### config.mk
export PLATFORM = sky130hd
export DESIGN_NAME = pipeline_hazard_ctrl
export DESIGN_NICKNAME = d
export VERILOG_FILES = /design/src/rtl/hazard_pkg.sv /design/src/rtl/hazard_match.sv /design/src/rtl/pipeline_hazard_ctrl.sv
export SDC_FILE = /design/constraint.sdc
export NUM_CORES = 1
export LEC_CHECK = 0
export CAP_MARGIN = 20
export CORE_MARGIN = 8
export CORE_UTILIZATION = 30
export DETAILED_ROUTE_END_ITERATION = 10
export GPL_TIMING_DRIVEN = 0
export PLACE_DENSITY = 0.64
export SLEW_MARGIN = 40
export SYNTH_ARGS = -nofsm -noshare
export SYNTH_HDL_FRONTEND = slang
export SYNTH_SLANG_ARGS = --single-unit
### constraint.sdc
create_clock -name clk -period 3.75 [get_ports clk]
set_input_delay 0.375 -clock clk [delete_from_list [all_inputs] [get_ports clk]]
set_output_delay 0.375 -clock clk [all_outputs]
set_load 0.02 [all_outputs]
### src/rtl/hazard_pkg.sv
// Shared types for the pipeline hazard controller: FSM encoding and scoreboard slot.
package hazard_pkg;

    typedef enum logic [1:0] {
        RUN   = 2'd0,
        STALL = 2'd1,
        FLUSH = 2'd2
    } state_t;

    // One in-flight producer: write-back enable, memory-read (load) flag, destination.
    typedef struct packed {
        logic       wb;
        logic       mr;
        logic [3:0] dest;
    } slot_t;

    localparam int    SLOT_W = 6;
    localparam slot_t BUBBLE = '0;

endpackage

### src/rtl/hazard_match.sv
// Compares one scoreboard slot against the decode-stage source registers.
module hazard_match
    import hazard_pkg::*;
(
    input  slot_t      slot,
    input  logic [3:0] src1,
    input  logic [3:0] src2,
    input  logic       two_src,
    output logic       hit
);

    logic m1;
    logic m2;

    // A bubble never matches because its wb bit is zero; all 4 dest bits compare.
    always_comb begin
        m1  = slot.wb & (slot.dest == src1);
        m2  = two_src & slot.wb & (slot.dest == src2);
        hit = m1 | m2;
    end

endmodule

### src/rtl/pipeline_hazard_ctrl.sv
// Decode-stage hazard control: shadow EXE/MEM scoreboard, stall/flush sequencing,
// and saturating perf counters.
module pipeline_hazard_ctrl
    import hazard_pkg::*;
#(
    parameter int FLUSH_CYCLES = 1,
    parameter int CNT_W        = 16
) (
    input  logic             clk,
    input  logic             rst,
    input  logic             fwd_en,
    input  logic [3:0]       src1,
    input  logic [3:0]       src2,
    input  logic             Two_src,
    input  logic             id_wb_en,
    input  logic             id_mem_r_en,
    input  logic [3:0]       id_dest,
    input  logic             id_valid,
    input  logic             branch_taken,
    output logic             hazard,
    output logic             freeze,
    output logic             flush,
    output logic [CNT_W-1:0] stall_cnt,
    output logic [CNT_W-1:0] flush_cnt
);

    localparam int               REM_W    = (FLUSH_CYCLES > 1) ? $clog2(FLUSH_CYCLES) : 1;
    localparam logic [REM_W-1:0] REM_INIT = REM_W'(FLUSH_CYCLES - 1);
    localparam logic [CNT_W-1:0] CNT_MAX  = '1;

    slot_t            exe_slot;
    slot_t            mem_slot;
    state_t           state;
    state_t           state_nxt;
    logic [REM_W-1:0] flush_rem;
    logic [REM_W-1:0] flush_rem_nxt;
    logic             exe_hit;
    logic             mem_hit;
    logic             raw_haz;

    hazard_match u_exe_match (
        .slot    (exe_slot),
        .src1    (src1),
        .src2    (src2),
        .two_src (Two_src),
        .hit     (exe_hit)
    );

    hazard_match u_mem_match (
        .slot    (mem_slot),
        .src1    (src1),
        .src2    (src2),
        .two_src (Two_src),
        .hit     (mem_hit)
    );

    // With forwarding only a load still in EXE blocks; otherwise any producer in EXE or MEM does.
    always_comb begin
        raw_haz = fwd_en ? (exe_hit & exe_slot.mr) : (exe_hit | mem_hit);
        flush   = branch_taken | (state == FLUSH);
        hazard  = flush | (raw_haz & id_valid);
        freeze  = raw_haz & id_valid & ~flush;
    end

    // Shadow scoreboard: a stalled or flushed decode slot enters EXE as a bubble.
    always_ff @(posedge clk) begin
        if (rst) begin
            exe_slot <= BUBBLE;
            mem_slot <= BUBBLE;
        end else begin
            mem_slot <= exe_slot;
            if (hazard | flush | ~id_valid)
                exe_slot <= BUBBLE;
            else
                exe_slot <= '{wb: id_wb_en, mr: id_mem_r_en, dest: id_dest};
        end
    end

    // State and flush countdown registers.
    always_ff @(posedge clk) begin
        if (rst) begin
            state     <= RUN;
            flush_rem <= '0;
        end else begin
            state     <= state_nxt;
            flush_rem <= flush_rem_nxt;
        end
    end

    // Next state: a taken branch (re)starts the flush from any state.
    always_comb begin
        state_nxt     = state;
        flush_rem_nxt = flush_rem;
        if (branch_taken) begin
            state_nxt     = FLUSH;
            flush_rem_nxt = REM_INIT;
        end else begin
            case (state)
                FLUSH: begin
                    if (flush_rem == '0)
                        state_nxt = RUN;
                    else
                        flush_rem_nxt = flush_rem - 1'b1;
                end
                default: state_nxt = raw_haz ? STALL : RUN;
            endcase
        end
    end

    // Saturating perf counters: freeze cycles and taken branches.
    always_ff @(posedge clk) begin
        if (rst) begin
            stall_cnt <= '0;
            flush_cnt <= '0;
        end else begin
            if (freeze && stall_cnt != CNT_MAX)
                stall_cnt <= stall_cnt + 1'b1;
            if (branch_taken && flush_cnt != CNT_MAX)
                flush_cnt <= flush_cnt + 1'b1;
        end
    end

endmodule

Word level (Yosys, flattened, before mapping)
Index checks and enable logic that the tools add are counted.
- bits of input ports: 20
- bits in registers: 46
- output and inout bits: 35
- memory bits (read-only): 0
- latch bits: 0
- logic and storage cells: 50
- RAM bits: 0
- memories: 0
- $mul: 0
- multiplexer cells: 6
- equality and inequality tests: 9
- magnitude comparators: 0
- divide/modulo/power cells: 0
- shift operators: 0
- reduce and logical (&&, ||, !) cells: 4
- bitwise logic cells: 18
- $add $sub $neg: 3
- operators with widths (operator ; count):
    $add 16x1->16 const B ; 2
    $ne 16x16->1 const B ; 2
    $eq 4x4->1 ; 4
    $and 1x1->1 ; 9
    $or 1x1->1 ; 7
    $mux 2 ; 3
    $reduce_or 2->1 ; 2
    $mux 1 ; 3
    $ne 3x3->1 const B ; 1
    $eq 2x2->1 const B ; 1
    $logic_and 1x1->1 ; 2
    $ne 2x2->1 const B ; 1
    $not 1->1 ; 2
    $sub 1x1->1 const B ; 1

Logic depth before layout (Yosys ltp)
Gate-level depths: netlist (run 1).
- depth in word-level cells: 10
- mapped depth: 7
- depth with buffers taken out: 7

By module
From an unflattened synthesis (run 1), not the netlist that was laid out.
- cell total of the unflattened synthesis: 258
- area, all modules: 2249.7 µm²
- by module, submodules not included (module ; instances ; area an instance (µm²) ; sequential area each (µm²) ; cells an instance):
    pipeline_hazard_ctrl ; 1 ; 2052.0 ; 920.9 ; 232
    hazard_match ; 2 ; 98.8 ; 0.0 ; 13

Worst setup path after synthesis (run 1)
No wires, ideal clock.
- path type: input -> output
- start: input src2[1]
- end: output hazard
- cell stages on the path: 5
- data arrival time: 1.780 ns
- slack: 1.595 ns
- buffers on the path: 1
- data required time: 3.375 ns
- cells stage by stage: xor2_1 > o41ai_2 > a32oi_2 > clkbuf_1 > o21ai_0
- cells in the longest elaborated chain, start to end: 7
- elaborated cells on any way between the ends: 11
- those cells by class: 2 x eq/ne; 1 x mux; 8 x bitwise
- RTL lines (what ; RTL line ; source):
    start, declared ; pipeline_hazard_ctrl.sv:13 ; input logic [3:0] src2,
    $eq 4x4->1 ; hazard_match.sv:18 ; m2 = two_src & slot.wb & (slot.dest == src2);
    $and 1x1->1 ; hazard_match.sv:18 ;
    $or 1x1->1 ; hazard_match.sv:19 ; hit = m1 | m2;
    $or 1x1->1 or $and 1x1->1 (tied branches) ; pipeline_hazard_ctrl.sv:59 ; raw_haz = fwd_en ? (exe_hit & exe_slot.mr) : (exe_hit | mem_hit);
    $mux 1 * ; pipeline_hazard_ctrl.sv:59 ;
    $and 1x1->1 * ; pipeline_hazard_ctrl.sv:61 ; hazard = flush | (raw_haz & id_valid);
    $or 1x1->1 * ; pipeline_hazard_ctrl.sv:61 ;
    end, declared ; pipeline_hazard_ctrl.sv:20 ; output logic hazard,
Mark *: on every way between the ends. The rest lies on a longest branch, timed or not.

Worst setup path in the final report (run 1)
- start: input src2[1]
- end: output freeze
- cells in the longest elaborated chain, start to end: 7
- elaborated cells on any way between the ends: 11
- those cells by class: 2 x eq/ne; 1 x mux; 8 x bitwise
- RTL lines (what ; RTL line ; source):
    $eq 4x4->1 ; hazard_match.sv:18 ;
    $and 1x1->1 ; hazard_match.sv:18 ;
    $or 1x1->1 ; hazard_match.sv:19 ;
    $or 1x1->1 or $and 1x1->1 (tied branches) ; pipeline_hazard_ctrl.sv:59 ;
    $mux 1 * ; pipeline_hazard_ctrl.sv:59 ;
    $and 1x1->1 * (2 in a row) ; pipeline_hazard_ctrl.sv:62 ; freeze = raw_haz & id_valid & ~flush;
    end, declared ; pipeline_hazard_ctrl.sv:21 ; output logic freeze,
Marks and branches as above.

==> results of run 1 <==
## kinds of logic (layout without fill, tap and decap cells)
group,count (synthesis),after routing,synth area share
AND/OR/NAND/NOR,123,123,0.298
AO/OA/AOI/OAI,23,23,0.0857
multiplexers,12,12,0.0606
adder cells (fa/ha/maj),2,2,0.0114
buffers and inverters,14,75,0.0246
flip-flops,45,45,0.411
XOR/XNOR,27,27,0.108
## path summary, 6_finish.rpt
path	endpoint	cells after the start	slack, ps
setup / recovery	freeze	7	500
hold / removal	mem_slot[5]$_SDFF_PP0_	1	480
setup reg to reg	stall_cnt[11]$_SDFFE_PP0P_	6	1460
hold reg to reg	mem_slot[5]$_SDFF_PP0_	1	480
## report_power, final
part,internal [mW],switching [mW]
registers,0.483,0.00495
clock network,0.194,0.165
logic,0.0391,0.0398
## placed cells by master (no fill, tap or decap), types with 3 or more instances in the layout
| cell | netlist | final |
|---|---|---|
| o21ai_0 | 3 | 3 |
| xor2_1 | 14 | 14 |
| nand3_1 | 6 | 6 |
| and4_1 | 5 | 5 |
| mux2_2 | 10 | 10 |
| nor2_1 | 30 | 30 |
| dfxtp_1 | 45 | 45 |
| xnor2_1 | 13 | 13 |
| clkdlybuf4s50_1 | 0 | 54 |
| a21oi_1 | 5 | 5 |
| nor4_1 | 3 | 3 |
| inv_1 | 6 | 6 |
| clkbuf_1 | 5 | 5 |
| nor2b_1 | 17 | 17 |
| or4_1 | 4 | 4 |
| nor3_1 | 12 | 12 |
| and3_1 | 12 | 12 |
| clkbuf_8 | 0 | 5 |
| nand4_1 | 12 | 12 |
| nand2_1 | 16 | 16 |
## per-stage QoR
step / instances / power, mW
2_1_floorplan: 246 / 0.535
3_5_place_dp: 399 / 0.578
5_1_grt: 406 / 0.964
3_3_place_gp: 399 / 0.577
4_1_cts: 406 / 0.939
6_report: 406 / 0.926
## registers in the layout (all words and copies together) (netlist names)
signal / flops
state: 2
exe_slot: 6
stall_cnt: 16
mem_slot: 5
flush_cnt: 16
## synthesized netlist by cell type
| cell | count | area [sq um] |
|---|---|---|
| o2111ai_1 | 1 | 8.76 |
| or4_1 | 4 | 30.0 |
| nand2b_1 | 2 | 12.5 |
| o41ai_1 | 1 | 8.76 |
| o211a_1 | 2 | 20.0 |
| nor3b_1 | 1 | 7.51 |
| xnor2_1 | 13 | 114 |
| a32oi_2 | 1 | 16.3 |
| clkbuf_1 | 5 | 18.8 |
| and4_1 | 5 | 43.8 |
| buf_1 | 2 | 7.51 |
| o41ai_2 | 1 | 16.3 |
| and3_1 | 12 | 75.1 |
| ha_1 | 2 | 25.0 |
| buf_2 | 1 | 5.00 |
| or3_1 | 2 | 12.5 |
| nand2_1 | 16 | 60.1 |
| nand4_1 | 12 | 75.1 |
| mux2_2 | 10 | 113 |
| inv_1 | 6 | 22.5 |
| xor2_1 | 14 | 123 |
| nor2_1 | 30 | 113 |
| dfxtp_1 | 45 | 901 |
| a221oi_2 | 1 | 15.0 |
| nand3_1 | 6 | 30.0 |
| nor2b_1 | 17 | 106 |
| nand4b_1 | 1 | 8.76 |
| o22ai_1 | 1 | 6.26 |
| nor3_1 | 12 | 60.1 |
| mux2i_1 | 2 | 20.0 |
| nor4_1 | 3 | 18.8 |
| o311a_1 | 1 | 10.0 |
| o21ai_0 | 3 | 15.0 |
| o311ai_0 | 1 | 8.76 |
| o31ai_1 | 2 | 15.0 |
| a31o_2 | 1 | 8.76 |
| a31oi_1 | 1 | 6.26 |
| a21oi_1 | 5 | 25.0 |
| o21a_1 | 1 | 7.51 |
## per-layer routing
metal / share of wire / GRT usage
met2: 0.47 / 0.184
met3: 0.056 / 0.0330
met5: 0 / 0
met4: 0.0081 / 0.0401
met1: 0.47 / 0.145
## cell type report
type                            instances  area (sq um)
Clock buffer                            5          68.8
Tap cell                               99           124
Inverter                                6          22.5
Sequential cell                        45           901
Buffer                                  8          31.3
Clock inverter                          2          35.0
Fill cell                             700          4220
Multi-Input combinational cell        187          1230
Timing Repair Buffer                   54           541
==> flow_summary.yaml, run 1 <==
status:
  run_status: "complete, no violations"
drt:
  via_per_inst: 4.83
  drc: 0
  drtIter0Drc: 57
  wl_mm: 5.77
  wl_per_cell_um: 14.2
  postRouteAntennaNets: 0
  dr.pass1.iters: 4
  num_vias: 1962
timing:
  finalCritPeriodShare: 0.868
  timing.hold.ws_ps: 480
  rsz0062_at_grt: "no"
  fmax_ghz: 0.307
  fin_tns_setup_ps: 0
  setup_viol: 0
  worst_slew_pin_slew_ps: 703
  clock_skew_ps: 12.4
  fin_crit_ps: 3250
  max-slew-margin-rel: 0.527
  drv_slew: 0
  hold_viol: 0
  setup_slack_ps: 496
finish:
  drive_gt1_frac: 0.0717
  n_antenna_cell: 0
  final_util: 0.412
  final_area_sq_um: 2960
  finalNetCount: 329
  area_growth_pct: 35.1
clock_network:
  cts_sinks: 45
  cts_hold_buf: 0
  cts_setup_buffers: 0
  cts_tree: "yes"
  cts-root-buf: "clkbuf_8"
  clockBufferDepth: 2
  clkTransAtPathRegs_ps: 80
  h-tree-depth: 2
  cts_resized: 0
  clkLatencyLatePin_ps: 300
  cts_made_buffers: 5
setup_path:
  cpMostUsedCell: "clkdlybuf4s50_1"
  critPathLaunchType: "primary input"
  cp_top_family: "buffers and inverters"
  path_class: "primary input to primary output"
  crit_start: "src2[1]"
  cp.buffers_inverters: 3
  required_ps: 3380
  worstPathCellList: "clkdlybuf4s50_1 > xor2_1 > o41ai_1 > a32oi_2 > clkbuf_1 > nor2_1 > clkdlybuf4s50_1"
  crit_path_end_kind: "primary output"
  slowest_stage: "clkdlybuf4s50_1"
  slowest_delay_ps: 650
  critPathMaxFanout: 10
  reg2reg_from: "stall_cnt[0]$_SDFFE_PP0P_"
  worst_ep_arrival_time_ps: 2880
synthesis:
  syn-cell-area_sq_um: 2190
  yosys_warnings: 0
  syn-num-nets: 268
  syn_inst: 246
  synthDistinctLibCells: 39
  synth_area_per_cell_sq_um: 8.90
  ys_ff_latch: 45
  yosysSeqAreaShare: 0.411
grt:
  grt_pass1_vias: 1926
  grt_max_degree: 14
  antenna_found_initial: 0
  grt_usage: 0.115
  grt_overflow: 0
  grt_pass1_wl_mm: 9.58
run:
  cap_violations: 0
pwr:
  leakage_nw: 1.08
  power_per_cell_area_nw_per_um2: 313
  irDropWorstVdd_v: 0.000111
placed_design:
  gp_congestion: 0.805
  placed_area_sq_um: 2850
  dp_hpwl_mm: 4.26
  io_buffers: 54
  place_ws_ps: 468
floorplanning:
  die-area_sq_um: 10300
  core_region_area_sq_um: 7180
  die_w_um: 101
  num_rows: 31
  initial_utilization: 0.305
  io_pins: 55
  die_h_um: 101
worst_hold_path:
  hold_class: "flip-flop to flip-flop"
  hp-start: "exe_slot[5]$_SDFF_PP0_"
No activity file was read; power rests on OpenSTA's default activity.
==> run 2: changes to the inputs <==
--- a/config.mk
+++ b/config.mk
@@ -9,6 +9,7 @@
 export CORE_MARGIN = 8
 export CORE_UTILIZATION = 30
 export DETAILED_ROUTE_END_ITERATION = 10
+export GPL_ROUTABILITY_DRIVEN = 0
 export GPL_TIMING_DRIVEN = 0
 export PLACE_DENSITY = 0.64
 export SLEW_MARGIN = 40
==> results of run 2 <==
No change in the layout: final DEF, timing and power equal those of run 1.
==> run 3: changes to the inputs <==
--- a/config.mk
+++ b/config.mk
@@ -10,7 +10,6 @@
 export CORE_UTILIZATION = 30
 export DETAILED_ROUTE_END_ITERATION = 10
 export GPL_ROUTABILITY_DRIVEN = 0
-export GPL_TIMING_DRIVEN = 0
 export PLACE_DENSITY = 0.64
 export SLEW_MARGIN = 40
 export SYNTH_ARGS = -nofsm -noshare
==> run 3 against run 2 <==
Against the previous run:
- first-iteration DRC count shrank 12%
- register-to-register slack got worse by 40 ps
- fmax is 15% higher
- largest power group unchanged
- clock power shrank 17%
- die area unchanged
- count of clock-buffer cells in the layout is 1 higher
- flip-flop and latch count is the same
==> flow_summary.yaml, run 3 (synthesized netlist as in run 1, its figures left out) <==
status:
  run_status: "complete, no violations"
clock_network:
  cts_sinks: 45
  clkLatencyLatePin_ps: 300
  cts_setup_buffers: 0
  cts_hold_buf: 0
  cts_made_buffers: 5
  cts_resized: 0
  clkTransAtPathRegs_ps: 90
  cts-root-buf: "clkbuf_8"
  cts_tree: "yes"
  h-tree-depth: 2
  clockBufferDepth: 2
timing:
  setup_viol: 0
  hold_viol: 0
  fin_tns_setup_ps: 0
  finalCritPeriodShare: 0.755
  fin_crit_ps: 2830
  drv_slew: 0
  rsz0062_at_grt: "no"
  worst_slew_pin_slew_ps: 703
  max-slew-margin-rel: 0.530
  fmax_ghz: 0.353
  clock_skew_ps: 13.8
finish:
  n_antenna_cell: 0
  top_regs: "flush_cnt (16), stall_cnt (16), exe_slot (6)"
  drive_gt1_frac: 0.0855
  area_growth_pct: 34.1
  fin_cells: 403
  final_util: 0.409
  final_common_cell: "clkdlybuf4s50_1"
  final_cell_mix: "clkdlybuf4s50_1, dfxtp_1, nor2_1"
  finalNetCount: 325
  nFillCells: 719
drt:
  dr.pass1.iters: 4
  wl_mm: 5.38
  drc: 0
  num_vias: 1950
  wl_per_cell_um: 13.4
  postRouteAntennaNets: 0
  via_per_inst: 4.84
  drtIter0Drc: 50
worst_hold_path:
  hold_class: "flip-flop to flip-flop"
  hp-start: "exe_slot[5]$_SDFF_PP0_"
  holdPathStages: 1
  hold_end: "mem_slot[5]$_SDFF_PP0_"
setup_path:
  critPathMaxFanout: 8
  path_class: "primary input to primary output"
  worst_ep_arrival_time_ps: 2460
  reg2reg_depth: 7
  reg2reg_slack_ps: 1420
  critPathLaunchType: "primary input"
  cp_top_family: "buffers and inverters"
  cpMostUsedCell: "clkdlybuf4s50_1"
  slowest_delay_ps: 640
  cp.buffers_inverters: 2
  crit_path_end_kind: "primary output"
  slowest_stage: "clkdlybuf4s50_1"
  reg2reg_from: "stall_cnt[0]$_SDFFE_PP0P_"
  worstReg2RegEnd: "stall_cnt[5]$_SDFFE_PP0P_"
  worstPathCellList: "clkdlybuf4s50_1 > xor2_1 > o41ai_2 > a32oi_2 > nor2_1 > clkdlybuf4s50_1"
  required_ps: 3380
grt:
  grt_pass1_wl_mm: 8.85
  antenna_found_initial: 0
  grt_max_degree: 37
  grt_usage: 0.106
  grt_overflow: 0
  grt_pass1_vias: 1853
pwr:
  irDropWorstVdd_v: 0.000120
  power_mw: 0.863
  power_per_cell_area_nw_per_um2: 294
  leakage_nw: 1.07
run:
  cap_violations: 0
floorplanning:
  die-area_sq_um: 10300
  initial_utilization: 0.305
  io_pins: 55
  core_region_area_sq_um: 7180
  die_h_um: 101
  num_rows: 31
  die_w_um: 101
placed_design:
  dp_cells: 395
  io_buffers: 54
  dp_hpwl_mm: 4.02
-- run 3: cell count changes in the layout (fill, tap and decap cells not counted), sizes merged --
cell           before  now
bufinv              1    0
clkbuf             10    6
buf                 3    5
clkinvlp            0    2
clkinv              1    0
clkdlybuf4s50      54   53
-- run 3: how the worst max path moves through the flow --
stage	from	end	slack (ps)	depth (start not counted)
after floorplan	src2[1]	hazard	1600	5
after global placement	src2[1]	freeze	930	6
after detailed placement	src2[0]	freeze	900	6
after CTS	src2[0]	freeze	900	6
after global routing	src2[2]	freeze	760	7
final	src2[1]	freeze	920	6
-- run 3: final cells by class --
cell class / instances / area, sq um / area share
multi-input combinational: 187 / 1230 / 0.421
timing repair buffer: 58 / 566 / 0.193
tap: 99 / 124 / 0.0422
inverter: 6 / 22.5 / 0.00767
sequential: 45 / 901 / 0.307
clock inverter: 2 / 15.0 / 0.00512
clock buffer: 6 / 72.6 / 0.0247
-- run 3: metal layers --
metal  track usage  vias to the layer above  share of wire
met2         0.172                       50           0.46
met5             0                        -              0
met1         0.132                      908           0.47
met3        0.0275                        4          0.061
li1              -                      988              -
met4        0.0344                        0          0.011
-- run 3: metrics by stage --
step	setup WS, ps	hold slack, ps	instance area, sq um
3_3_place_gp	928	451	2850
6_report	918	475	2940
5_1_grt	764	491	2940
2_1_floorplan	1600	439	2190
3_5_place_dp	901	462	2850
4_1_cts	896	475	2940
-- run 3: report_power, final --
part	leakage (nW)	switching [mW]	internal (mW)
clock	0.0374	0.168	0.132
combinational	0.669	0.0374	0.0389
sequential	0.364	0.00517	0.483
total	1.07	0.210	0.653
